### src/rtl/hall_conditioner.sv
// Hall-sensor front end: sync, debounce, 6-step sector decode, direction, fault, period.
// Optional macro HALL_SKIP_FAULT_EN: flag a non-adjacent sector jump as a fault.
module hall_conditioner #(
    parameter int DEB_CYCLES = 16,
    parameter int PER_W      = 16
) (
    input  logic             CLK,
    input  logic             RST_N,
    input  logic             H1,
    input  logic             H2,
    input  logic             H3,
    input  logic             FLT_CLR,
    output logic [2:0]       H_OUT,
    output logic [2:0]       STEP,
    output logic             VALID,
    output logic             EDGE,
    output logic             DIR,
    output logic             FAULT,
    output logic [PER_W-1:0] PERIOD,
    output logic             PER_VALID,
    output logic             STALL
);

    localparam int CW = (DEB_CYCLES > 2) ? $clog2(DEB_CYCLES) : 1;
    localparam logic [CW-1:0] CNT_TOP = CW'(DEB_CYCLES - 1);
    localparam logic [PER_W-1:0] PER_MAX = '1;
    localparam logic [PER_W-1:0] PER_ONE = PER_W'(1);

    typedef enum logic {
        UNLOCKED = 1'b0,
        LOCKED   = 1'b1
    } state_t;

    state_t           state;
    state_t           state_nxt;
    logic [2:0]       sync1;
    logic [2:0]       sync2;
    logic [2:0]       cand;
    logic [CW-1:0]    stab_cnt;
    logic [PER_W-1:0] per_cnt;
    logic [PER_W-1:0] per_cnt_nxt;

    logic             accept;
    logic             cand_legal;
    logic [2:0]       cand_sec;
    logic [2:0]       step_fwd;
    logic [2:0]       step_rev;
    logic             restart;
    logic             fault_set;
    logic [2:0]       hout_nxt;
    logic [2:0]       step_nxt;
    logic             valid_nxt;
    logic             edge_nxt;
    logic             dir_nxt;
    logic [PER_W-1:0] period_nxt;
    logic             perv_nxt;

    // Two-flop synchroniser for the raw hall pins
    always_ff @(posedge CLK or negedge RST_N) begin
        if (!RST_N) begin
            sync1 <= 3'b000;
            sync2 <= 3'b000;
        end else begin
            sync1 <= {H3, H2, H1};
            sync2 <= sync1;
        end
    end

    // Candidate register with saturating stability counter
    always_ff @(posedge CLK or negedge RST_N) begin
        if (!RST_N) begin
            cand     <= 3'b000;
            stab_cnt <= '0;
        end else if (sync2 != cand) begin
            cand     <= sync2;
            stab_cnt <= '0;
        end else if (stab_cnt != CNT_TOP) begin
            stab_cnt <= stab_cnt + 1'b1;
        end
    end

    assign accept = (sync2 == cand) && (stab_cnt == CNT_TOP) && (cand != H_OUT);

    // Decode the candidate code to its forward-order sector
    always_comb begin
        cand_legal = 1'b1;
        cand_sec   = 3'd0;
        unique case (cand)
            3'b001:  cand_sec = 3'd0;
            3'b101:  cand_sec = 3'd1;
            3'b100:  cand_sec = 3'd2;
            3'b110:  cand_sec = 3'd3;
            3'b010:  cand_sec = 3'd4;
            3'b011:  cand_sec = 3'd5;
            default: cand_legal = 1'b0;
        endcase
    end

    assign step_fwd = (STEP == 3'd5) ? 3'd0 : STEP + 3'd1;
    assign step_rev = (STEP == 3'd0) ? 3'd5 : STEP - 3'd1;

    // Lock state machine: next state and next output values
    always_comb begin
        state_nxt  = state;
        hout_nxt   = H_OUT;
        step_nxt   = STEP;
        valid_nxt  = VALID;
        edge_nxt   = 1'b0;
        dir_nxt    = DIR;
        period_nxt = PERIOD;
        perv_nxt   = PER_VALID;
        restart    = 1'b0;
        fault_set  = 1'b0;
        if (accept) begin
            hout_nxt = cand;
            if (!cand_legal) begin
                valid_nxt = 1'b0;
                fault_set = 1'b1;
                perv_nxt  = 1'b0;
                state_nxt = UNLOCKED;
            end else begin
                valid_nxt = 1'b1;
                step_nxt  = cand_sec;
                restart   = 1'b1;
                state_nxt = LOCKED;
                if (state == LOCKED) begin
                    if (cand_sec == step_fwd) begin
                        edge_nxt   = 1'b1;
                        dir_nxt    = 1'b1;
                        period_nxt = per_cnt;
                        perv_nxt   = 1'b1;
                    end else if (cand_sec == step_rev) begin
                        edge_nxt   = 1'b1;
                        dir_nxt    = 1'b0;
                        period_nxt = per_cnt;
                        perv_nxt   = 1'b1;
`ifdef HALL_SKIP_FAULT_EN
                    end else begin
                        fault_set  = 1'b1;
`endif
                    end
                end
            end
        end
    end

    // Step-period counter restarts on any lock or sector change, else saturates
    always_comb begin
        per_cnt_nxt = per_cnt;
        if (restart) begin
            per_cnt_nxt = PER_ONE;
        end else if (per_cnt != PER_MAX) begin
            per_cnt_nxt = per_cnt + PER_ONE;
        end
    end

    // Registered state and outputs
    always_ff @(posedge CLK or negedge RST_N) begin
        if (!RST_N) begin
            state     <= UNLOCKED;
            per_cnt   <= '0;
            H_OUT     <= 3'b000;
            STEP      <= 3'd0;
            VALID     <= 1'b0;
            EDGE      <= 1'b0;
            DIR       <= 1'b1;
            FAULT     <= 1'b0;
            PERIOD    <= '0;
            PER_VALID <= 1'b0;
            STALL     <= 1'b0;
        end else begin
            state     <= state_nxt;
            per_cnt   <= per_cnt_nxt;
            H_OUT     <= hout_nxt;
            STEP      <= step_nxt;
            VALID     <= valid_nxt;
            EDGE      <= edge_nxt;
            DIR       <= dir_nxt;
            FAULT     <= fault_set | (FAULT & ~FLT_CLR);
            PERIOD    <= period_nxt;
            PER_VALID <= perv_nxt;
            STALL     <= (per_cnt_nxt == PER_MAX);
        end
    end

endmodule

### config.mk
export PLATFORM = sky130hd
export DESIGN_NAME = hall_conditioner
export DESIGN_NICKNAME = d
export VERILOG_FILES = /design/src/rtl/hall_conditioner.sv
export SDC_FILE = /design/constraint.sdc
export NUM_CORES = 1
export LEC_CHECK = 0
export ABC_AREA = 1
export BUFFER_PORTS_ARGS = -buffer_cell sky130_fd_sc_hd__buf_2
export CAP_MARGIN = 20
export CORE_MARGIN = 10
export CORE_UTILIZATION = 30
export CTS_BUF_LIST = sky130_fd_sc_hd__clkbuf_4 sky130_fd_sc_hd__clkbuf_8
export DETAILED_ROUTE_END_ITERATION = 8
export PLACE_DENSITY_LB_ADDON = 0.3
export SLEW_MARGIN = 20
export SYNTH_ARGS = -nofsm -noshare
export SYNTH_HDL_FRONTEND = slang
export SYNTH_SLANG_ARGS = --single-unit
export TNS_END_PERCENT = 5
### constraint.sdc
create_clock -name CLK -period 2.52 [get_ports CLK]
set_clock_uncertainty 0.15 [all_clocks]
set_input_delay 0.504 -clock CLK [delete_from_list [all_inputs] [get_ports CLK]]
set_output_delay 0.504 -clock CLK [all_outputs]
set_load 0.05 [all_outputs]
# Word level (Yosys, flattened, before mapping)
# Index checks and enable logic that the tools add are counted.
[totals]
register_bits = 57
inputBits = 6
out_inout_bits = 28
word_cells = 73
[classes]
addsub = 4
n_reduce_logical = 9
muxes = 25
eq_ne = 18
bitwise = 3
[op_table]
columns = ["operator", "n"]
rows = [
  ["$mux W16", 4],
  ["$add A16 B1 Y16 const B", 1],
  ["$eq A16 B16 Y1 const B", 1],
  ["$mux W1", 16],
  ["$ne A16 B16 Y1 const B", 1],
  ["$pmux W3 S5", 1],
  ["$eq A3 B3 Y1 const B", 4],
  ["$eq A3 B3 Y1", 3],
  ["$mux W4", 2],
  ["$eq A3 B2 Y1 const B", 2],
  ["$mux W3", 2],
  ["$ne A3 B3 Y1", 2],
  ["$reduce_or A6 Y1", 1],
  ["$add A4 B1 Y4 const B", 1],
  ["$eq A4 B4 Y1 const B", 1],
  ["$ne A4 B4 Y1 const B", 1],
  ["$reduce_and A4 Y1", 1],
  ["$reduce_bool A2 Y1", 2],
  ["$add A3 B1 Y3 const B", 1],
  ["$eq A3 B1 Y1 const B", 1],
  ["$logic_not A3 Y1", 1],
  ["$ne A3 B1 Y1 const B", 1],
  ["$reduce_and A3 Y1", 1],
  ["$sub A3 B1 Y3 const B", 1],
  ["6 further kinds", 7],
]

# Depth between registers and ports, before layout
# Gate-level depths: netlist of the first run.
[logic_depth]
ltp_word = 8
ltp_mapped = 14
ltp_nobuf = 14

# Least setup slack after synthesis of the first run
# OpenSTA, ideal clock, no wires.
[synth_timing]
path_kind = "register to register"
from = "reg STEP[0]"
to = "reg PERIOD[0]"
setup_time_ns = 0.119
required_time_ns = 2.251
n_path_buf = 1
path_stages_with_launch = 11
t_arrival_ns = 1.802
path_slack_ns = 0.449
path_cell_list = "dfrtp_1 -> nand2_1 -> nand2_1 -> nand2_1 -> xnor2_1 -> nand4_4 -> nand2_2 -> nand3_4 -> buf_6 -> nand2_2 -> o21ai_2"
[synth_between]
elab_chain_len = 5
[synth_lines]
columns = ["element", "line_no", "text"]
rows = [
  ["start: declaration", "14", "output logic [2:0] STEP,"],
  ["start signal: assignment", "175", "STEP <= step_nxt;"],
  ["$add A3 B1 Y3, or another cell as far along", "99", "assign step_fwd = (STEP == 3'd5) ? 3'd0 : STEP + 3'd1;"],
  ["$mux W3, on equally long branches", "99, 100", ""],
  ["$eq A3 B3 Y1, on equally long branches", "127, 132", ""],
  ["$reduce_bool A2 Y1 (no source line)", "--", ""],
  ["$reduce_and A4 Y1 (no source line)", "--", ""],
  ["end signal: assignment", "180", "PERIOD <= period_nxt;"],
  ["end: declaration", "19", "output logic [PER_W-1:0] PERIOD,"],
]
# Several ways; a longest one is shown, not always the timed one.
# A chain may end at the register's enable or synchronous reset.

# Final worst setup path of the first run
[layout_timing]
from = "reg per_cnt[0]"
to = "reg STALL"
[layout_between]
elab_chain_len = 4
[layout_lines]
columns = ["element", "line_no", "text"]
rows = [
  ["start: declaration", "40", "logic [PER_W-1:0] per_cnt;"],
  ["start signal: assignment", "173", "per_cnt <= per_cnt_nxt;"],
  ["$add A16 B1 Y16 / $ne A16 B16 Y1 (equally long branches)", "153, 152", ""],
  ["$mux W16 (*)", "152", "end else if (per_cnt != PER_MAX) begin"],
  ["$mux W16 (*)", "150", "if (restart) begin"],
  ["$eq A16 B16 Y1 (*)", "182", "STALL <= (per_cnt_nxt == PER_MAX);"],
  ["end signal: assignment", "182", ""],
  ["end: declaration", "21", "output logic STALL"],
]
# Every way passes the cells marked *; elsewhere a longest branch is shown, timed or not.

==> impl_metrics.env, run 1 <==
export IMPL_syn_area_sq_mm=0.00291
export IMPL_vias_per_cell=4.35
export IMPL_initial_core_util=0.312
export IMPL_power_report_internal_total_mw=1.30
export IMPL_fraction_of_power_spent_switching_nets=0.255
export IMPL_flow_area_growth_from_synthesis_pct=16.1
export IMPL_drive_gt1_frac=0.264
export IMPL_placeableCoreArea_sq_mm=0.00933
export IMPL_routabilityCongestion=0.845
export IMPL_setup_viol=0
export IMPL_asyncSetResetFlopFracSynth=1.00
export IMPL_library_cell_with_the_highest_instance_count_after_synthesis="nand2_1"
export IMPL_clkSinkCount=57
export IMPL_drv_slew=0
export IMPL_final_setup_tns_ns=0
export IMPL_insertedDiodeCount=0
export IMPL_post_synth_top_area_share=0.481
export IMPL_cts_repair_resize_count=0
export IMPL_initial_antenna_violation_count=0
export IMPL_cts_post_setup_buffers_inserted=0
export IMPL_drt_pass1_iter_count=4
export IMPL_htree_num_levels=3
export IMPL_grt_start_max_net_pins=28
export IMPL_crit_path_max_fanout=16
export IMPL_grt_setup_unrepaired="no"
export IMPL_cts_root_buf="clkbuf_8"
export IMPL_post_route_antenna_net_violation_count=0
export IMPL_synthFlopType="dfrtp_1"
export IMPL_synth_area_leaders="dfrtp_1, nand2_1, nand3_1"
export IMPL_run_status="completed"
export IMPL_port_buffer_count=33
export IMPL_number_of_hold_slack_violations_in_the_final_timing_report=0
export IMPL_total_power_mw=1.74
export IMPL_finalCritPeriodShare=0.870
export IMPL_fp_dieW_um=119
export IMPL_timing_slew_headroom=0.628
export IMPL_wl_um=6510
export IMPL_register_to_register_path_depth=11
export IMPL_crit_arrival_ns=2.31
export IMPL_cts_hold_fix_buffers=0
export IMPL_grt_overflow_total=0
export IMPL_pwr_share_seq=0.535
export IMPL_static_leakage_power_nw=1.76
export IMPL_netlist_cell_type_count=33
export IMPL_worst_slew_pin_slew_ns=0.558
export IMPL_worst_ep_required_time_ns=2.64
export IMPL_netlist_instances=340
export IMPL_route_detailed_wl_per_inst_um=12.7
export IMPL_min_delay_path_class="in2async"
export IMPL_synth_fp_nets=348
export IMPL_ys_warn_count=0
export IMPL_clk_latency_ns=0.34
export IMPL_synthDominantAreaCellType="dfrtp_1"
export IMPL_cts_buffers_inserted=9
export IMPL_power_ir_vdd_worst_uv=187
export IMPL_fmaxAchievable_mhz=456
export IMPL_die_outline_area_sq_mm=0.0141
export IMPL_synth_cell_count_leaders="nand2_1, dfrtp_1, inv_1"
export IMPL_vias=2229
export IMPL_drcViolationCount=0
export IMPL_grt_first_pass_wirelength_um=11300
export IMPL_post_synth_cell_area_avg_sq_um=8.57
export IMPL_die_height_um=119
export IMPL_cts_path_max_buffers=2
export IMPL_synth_edff_count=0
export IMPL_maxCapViolCount=0
export IMPL_via_count_of_the_first_global_routing_pass=2264
export IMPL_total_half_perimeter_wirelength_after_legalization_and_detailed_placement_um=4930
export IMPL_nets=386
export IMPL_timing_final_crit_period_ns=2.19
export IMPL_ios=34
export IMPL_cts_tree="done"
export IMPL_row_count=35
export IMPL_synth_seq_area_share=0.490
export IMPL_initialDrtViolationCount=126
export IMPL_sw_power_mw=0.443
export IMPL_grtUsageTotal=0.0981
export IMPL_clkSlewWorstSetupHoldPaths_ns=0.07
export IMPL_worst_setup_path_end_kind="register"
export IMPL_clkPwrFrac=0.428
export IMPL_power_per_cell_area_mw_per_mm2=515
export IMPL_combinationalPowerShare=0.037
export IMPL_path_class="reg2reg"
export IMPL_crit_path_start_kind="register"
export IMPL_ys_ff_latch=57
==> metal layers <==
layer,track usage,wire length [um]
met5,0,0
met4,0.0450,95
met3,0.0281,302
met2,0.145,2920
met1,0.130,3190
==> final timing paths <==
check	start	endpoint	slack (ns)
worst min-delay path	RST_N	sync1[1]$_DFF_PN0_	0.002
worst max-delay path	per_cnt[0]$_DFF_PN0_	STALL$_DFF_PN0_	0.33
worst max register to register	per_cnt[0]$_DFF_PN0_	STALL$_DFF_PN0_	0.33
worst min register to register	sync1[2]$_DFF_PN0_	sync2[2]$_DFF_PN0_	0.20
max in group asynchronous	RST_N	EDGE$_DFF_PN0_	1.64
min in group CLK	H1	sync1[0]$_DFF_PN0_	0.12
==> state kept, by name (all words and copies together), names as in the netlist, 3 cells and up <==
name      flops
sync2         3
PERIOD       16
H_OUT         3
stab_cnt      4
STEP          3
sync1         3
cand          3
per_cnt      16
==> cell type report <==
cell class                      count  area, sq um
Clock inverter                      7         47.5
Fill cell                         949         5950
Inverter                           45          169
Multi-Input combinational cell    228         1240
Timing Repair Buffer               37          208
Tap cell                          129          161
Sequential cell                    57         1430
Clock buffer                        9          124
==> layout by cell type, fill, tap and decap left out, types with 2 or more instances in the layout <==
cell type,netlist,layout
clkinv_2,0,3
nand3_1,32,32
inv_1,41,41
clkinv_4,0,2
nor2_1,24,24
a31oi_1,3,3
nand2_1,85,85
o21ai_2,14,14
inv_2,4,4
ha_1,2,2
xnor2_1,6,6
dfrtp_1,56,56
nand4_1,7,7
o22ai_1,2,2
buf_2,1,33
nand3_2,2,2
o21ai_0,6,6
nor2_4,2,2
clkbuf_8,0,9
xor2_1,7,7
a21oi_1,6,6
nor3_1,2,2
clkinvlp_4,0,2
buf_4,1,3
nand3_4,2,2
nand2_2,18,18
==> critical path: stages (launching register included) <==
cell	delay, ns
dfrtp_1	0.45
ha_1	0.26
nand2_1	0.08
nor2_1	0.24
nand2_2	0.14
inv_2	0.11
nand2_4	0.12
nand3_1	0.15
nand3_1	0.08
nor2_1	0.15
nand3_1	0.09
nor2_1	0.11
==> per-stage QoR <==
step / hold WS (ns) / instances / area [sq um] / worst slack (ns) / utilization
2_1_floorplan: 0.0584 / 340 / 2910 / 0.449 / -
4_1_cts: 0.00737 / 512 / 3380 / 0.329 / 0.362
6_report: 0.00192 / 512 / 3380 / 0.327 / 0.362
3_3_place_gp: 0.185 / 496 / 3210 / 0.324 / 0.344
3_5_place_dp: 0.185 / 496 / 3210 / 0.365 / 0.344
5_1_grt: 0.0259 / 512 / 3380 / 0.0722 / 0.362
==> power groups by stage <==
stage / registers (mW) / clock network (mW) / logic [mW]
final: 0.932 / 0.744 / 0.0643
after global routing: 0.932 / 0.817 / 0.0737
after CTS: 0.931 / 0.770 / 0.0671
after detailed placement: 0.949 / 0 / 0.0670
after global placement: 0.949 / 0 / 0.0656
after floorplan: 0.946 / 0 / 0.0369
==> cells by family (layout without fill, tap and decap cells) <==
kind of cell             Yosys count  count (layout)  synth area share
adder cells (fa/ha/maj)            2               2           0.00859
flip-flops                        57              57             0.490
AO/OA/AOI/OAI                     32              32            0.0778
XOR/XNOR                          13              13            0.0391
buffers and inverters             55              98            0.0829
AND/OR/NAND/NOR                  181             181             0.302
Note: power is estimated with default switching activity, not from simulation.
==> run 2, diff against run 1 <==
CORE_UTILIZATION = 37   (was 30)
==> impl_metrics.env, run 2 (synthesis results as in run 1) <==
export IMPL_run_status="completed"
export IMPL_htree_num_levels=3
export IMPL_vias=2307
export IMPL_grtUsageTotal=0.111
export IMPL_total_half_perimeter_wirelength_after_legalization_and_detailed_placement_um=4640
export IMPL_flow_area_growth_from_synthesis_pct=15.9
export IMPL_clkSinkCount=57
export IMPL_die_outline_area_sq_mm=0.0118
export IMPL_wl_um=6390
export IMPL_cts_buffers_inserted=9
export IMPL_worst_setup_path_end_kind="register"
export IMPL_power_per_cell_area_mw_per_mm2=551
export IMPL_setup_viol=0
export IMPL_drv_slew=0
export IMPL_top_library_cells_by_usage_in_the_layout_fill_and_taps_aside="nand2_1, dfrtp_1, inv_1"
export IMPL_grt_first_pass_wirelength_um=10300
export IMPL_grt_start_max_net_pins=33
export IMPL_grt_overflow_total=0
export IMPL_insertedDiodeCount=0
export IMPL_port_buffer_count=33
export IMPL_cts_post_setup_buffers_inserted=0
export IMPL_post_route_antenna_net_violation_count=0
export IMPL_timing_final_crit_period_ns=2.25
export IMPL_final_setup_tns_ns=0
export IMPL_row_count=32
export IMPL_fp_dieW_um=109
export IMPL_mostFrequentLayoutCell="nand2_1"
export IMPL_crit_arrival_ns=2.38
export IMPL_crit_path_max_fanout=16
export IMPL_static_leakage_power_nw=1.77
export IMPL_number_of_hold_slack_violations_in_the_final_timing_report=0
export IMPL_cp_num_buf_inv=2
export IMPL_finalCritPeriodShare=0.894
export IMPL_drcViolationCount=0
export IMPL_vias_per_cell=4.78
export IMPL_grt_use_met1=0.141
export IMPL_worst_path_dominant_cell_family="simple AND/OR/NAND/NOR gates"
export IMPL_r2r_start="cand[1]$_DFFE_PN0N_"
export IMPL_clkSlewWorstSetupHoldPaths_ns=0.06
export IMPL_ios=34
export IMPL_globalRouteMet2Util=0.163
export IMPL_cts_root_buf="clkbuf_8"
export IMPL_power_ir_vdd_worst_uv=264
export IMPL_path_class="reg2reg"
export IMPL_path_cells="xnor2_1 > nand3_2 > nor2_4 > nand3_4 > inv_2 > nand3_4 > inv_1 > nand2_1 > nand2_1"
export IMPL_initialDrtViolationCount=123
export IMPL_initial_core_util=0.379
export IMPL_nets=385
export IMPL_crit_path_start_kind="register"
export IMPL_crit_path_start="cand[1]$_DFFE_PN0N_"
export IMPL_initial_antenna_violation_count=0
export IMPL_route_detailed_wl_per_inst_um=13.2
export IMPL_cts_path_max_buffers=2
export IMPL_die_height_um=109
export IMPL_timing_critical_path_slowest_cell_delay_ns=0.48
export IMPL_grt_busiest_layer="met2"
export IMPL_worst_slew_pin_slew_ns=0.600
export IMPL_drive_gt1_frac=0.260
export IMPL_timing_slew_headroom=0.600
export IMPL_placeableCoreArea_sq_mm=0.00769
export IMPL_drt_pass1_iter_count=5
export IMPL_biggest_regs="PERIOD x16, per_cnt x16, stab_cnt x4"
export IMPL_min_delay_path_class="in2async"
export IMPL_total_power_mw=1.86
export IMPL_maxCapViolCount=0
export IMPL_crit_path_top_delay_cell="dfrtp_1"
export IMPL_clk_latency_ns=0.34
export IMPL_routabilityCongestion=0.887
export IMPL_grt_setup_unrepaired="no"
export IMPL_cts_tree="done"
export IMPL_fmaxAchievable_mhz=444
export IMPL_via_count_of_the_first_global_routing_pass=2186
export IMPL_worst_ep_required_time_ns=2.65
export IMPL_met3_usage=0.0354
[run 2: worst paths after layout]
kind                            slack [ns]                     to  depth (start not counted)
worst min-delay path                  0.01     sync2[0]$_DFF_PN0_                          1
min in group CLK                      0.11     sync1[0]$_DFF_PN0_                          1
worst min register to register        0.20     sync2[0]$_DFF_PN0_                          0
worst max register to register        0.27  PERIOD[1]$_DFFE_PN0P_                          9
max in group asynchronous             1.61  PERIOD[9]$_DFFE_PN0P_                          2
worst max-delay path                  0.27  PERIOD[1]$_DFFE_PN0P_                          9
[run 2: cell type report]
type                       count  area (sq um)
tap                          102           128
clock inverter                 3          40.0
timing repair buffer          35           193
fill                         787          4310
inverter                      45           169
multi-input combinational    229          1260
sequential                    57          1430
clock buffer                  12           159
[run 2: power breakdown]
part,internal (mW),switching [mW]
clock network,0.512,0.352
registers,0.924,0.00894
logic,0.0195,0.0445
[run 2: worst reg2reg max path, stage by stage (launching register included)]
cell	delay [ns]
dfrtp_1	0.48
xnor2_1	0.25
nand3_2	0.16
nor2_4	0.18
nand3_4	0.20
inv_2	0.19
nand3_4	0.25
inv_1	0.21
nand2_1	0.07
nand2_1	0.06
[run 2: stage by stage]
stage	util	area [sq um]	setup WS, ns	hold slack (ns)	std cells
2_1_floorplan	-	2910	0.449	0.0584	340
3_3_place_gp	0.411	3160	0.206	0.183	467
3_5_place_dp	0.411	3160	0.113	0.190	467
4_1_cts	0.437	3360	0.0794	0.0368	482
5_1_grt	0.439	3380	0.0374	0.0565	483
6_report	0.439	3380	0.268	0.0112	483
[run 2: timing repair]
action | CTS | global route
hold buffers | 0 | 0
setup endpoints to repair | 0 | 14
resized for setup | 0 | 1
[run 2: routing by layer]
layer	share of wire	vias up
li1	-	1148
met4	0.023	0
met1	0.48	1082
met5	0	-
met2	0.44	61
met3	0.065	16
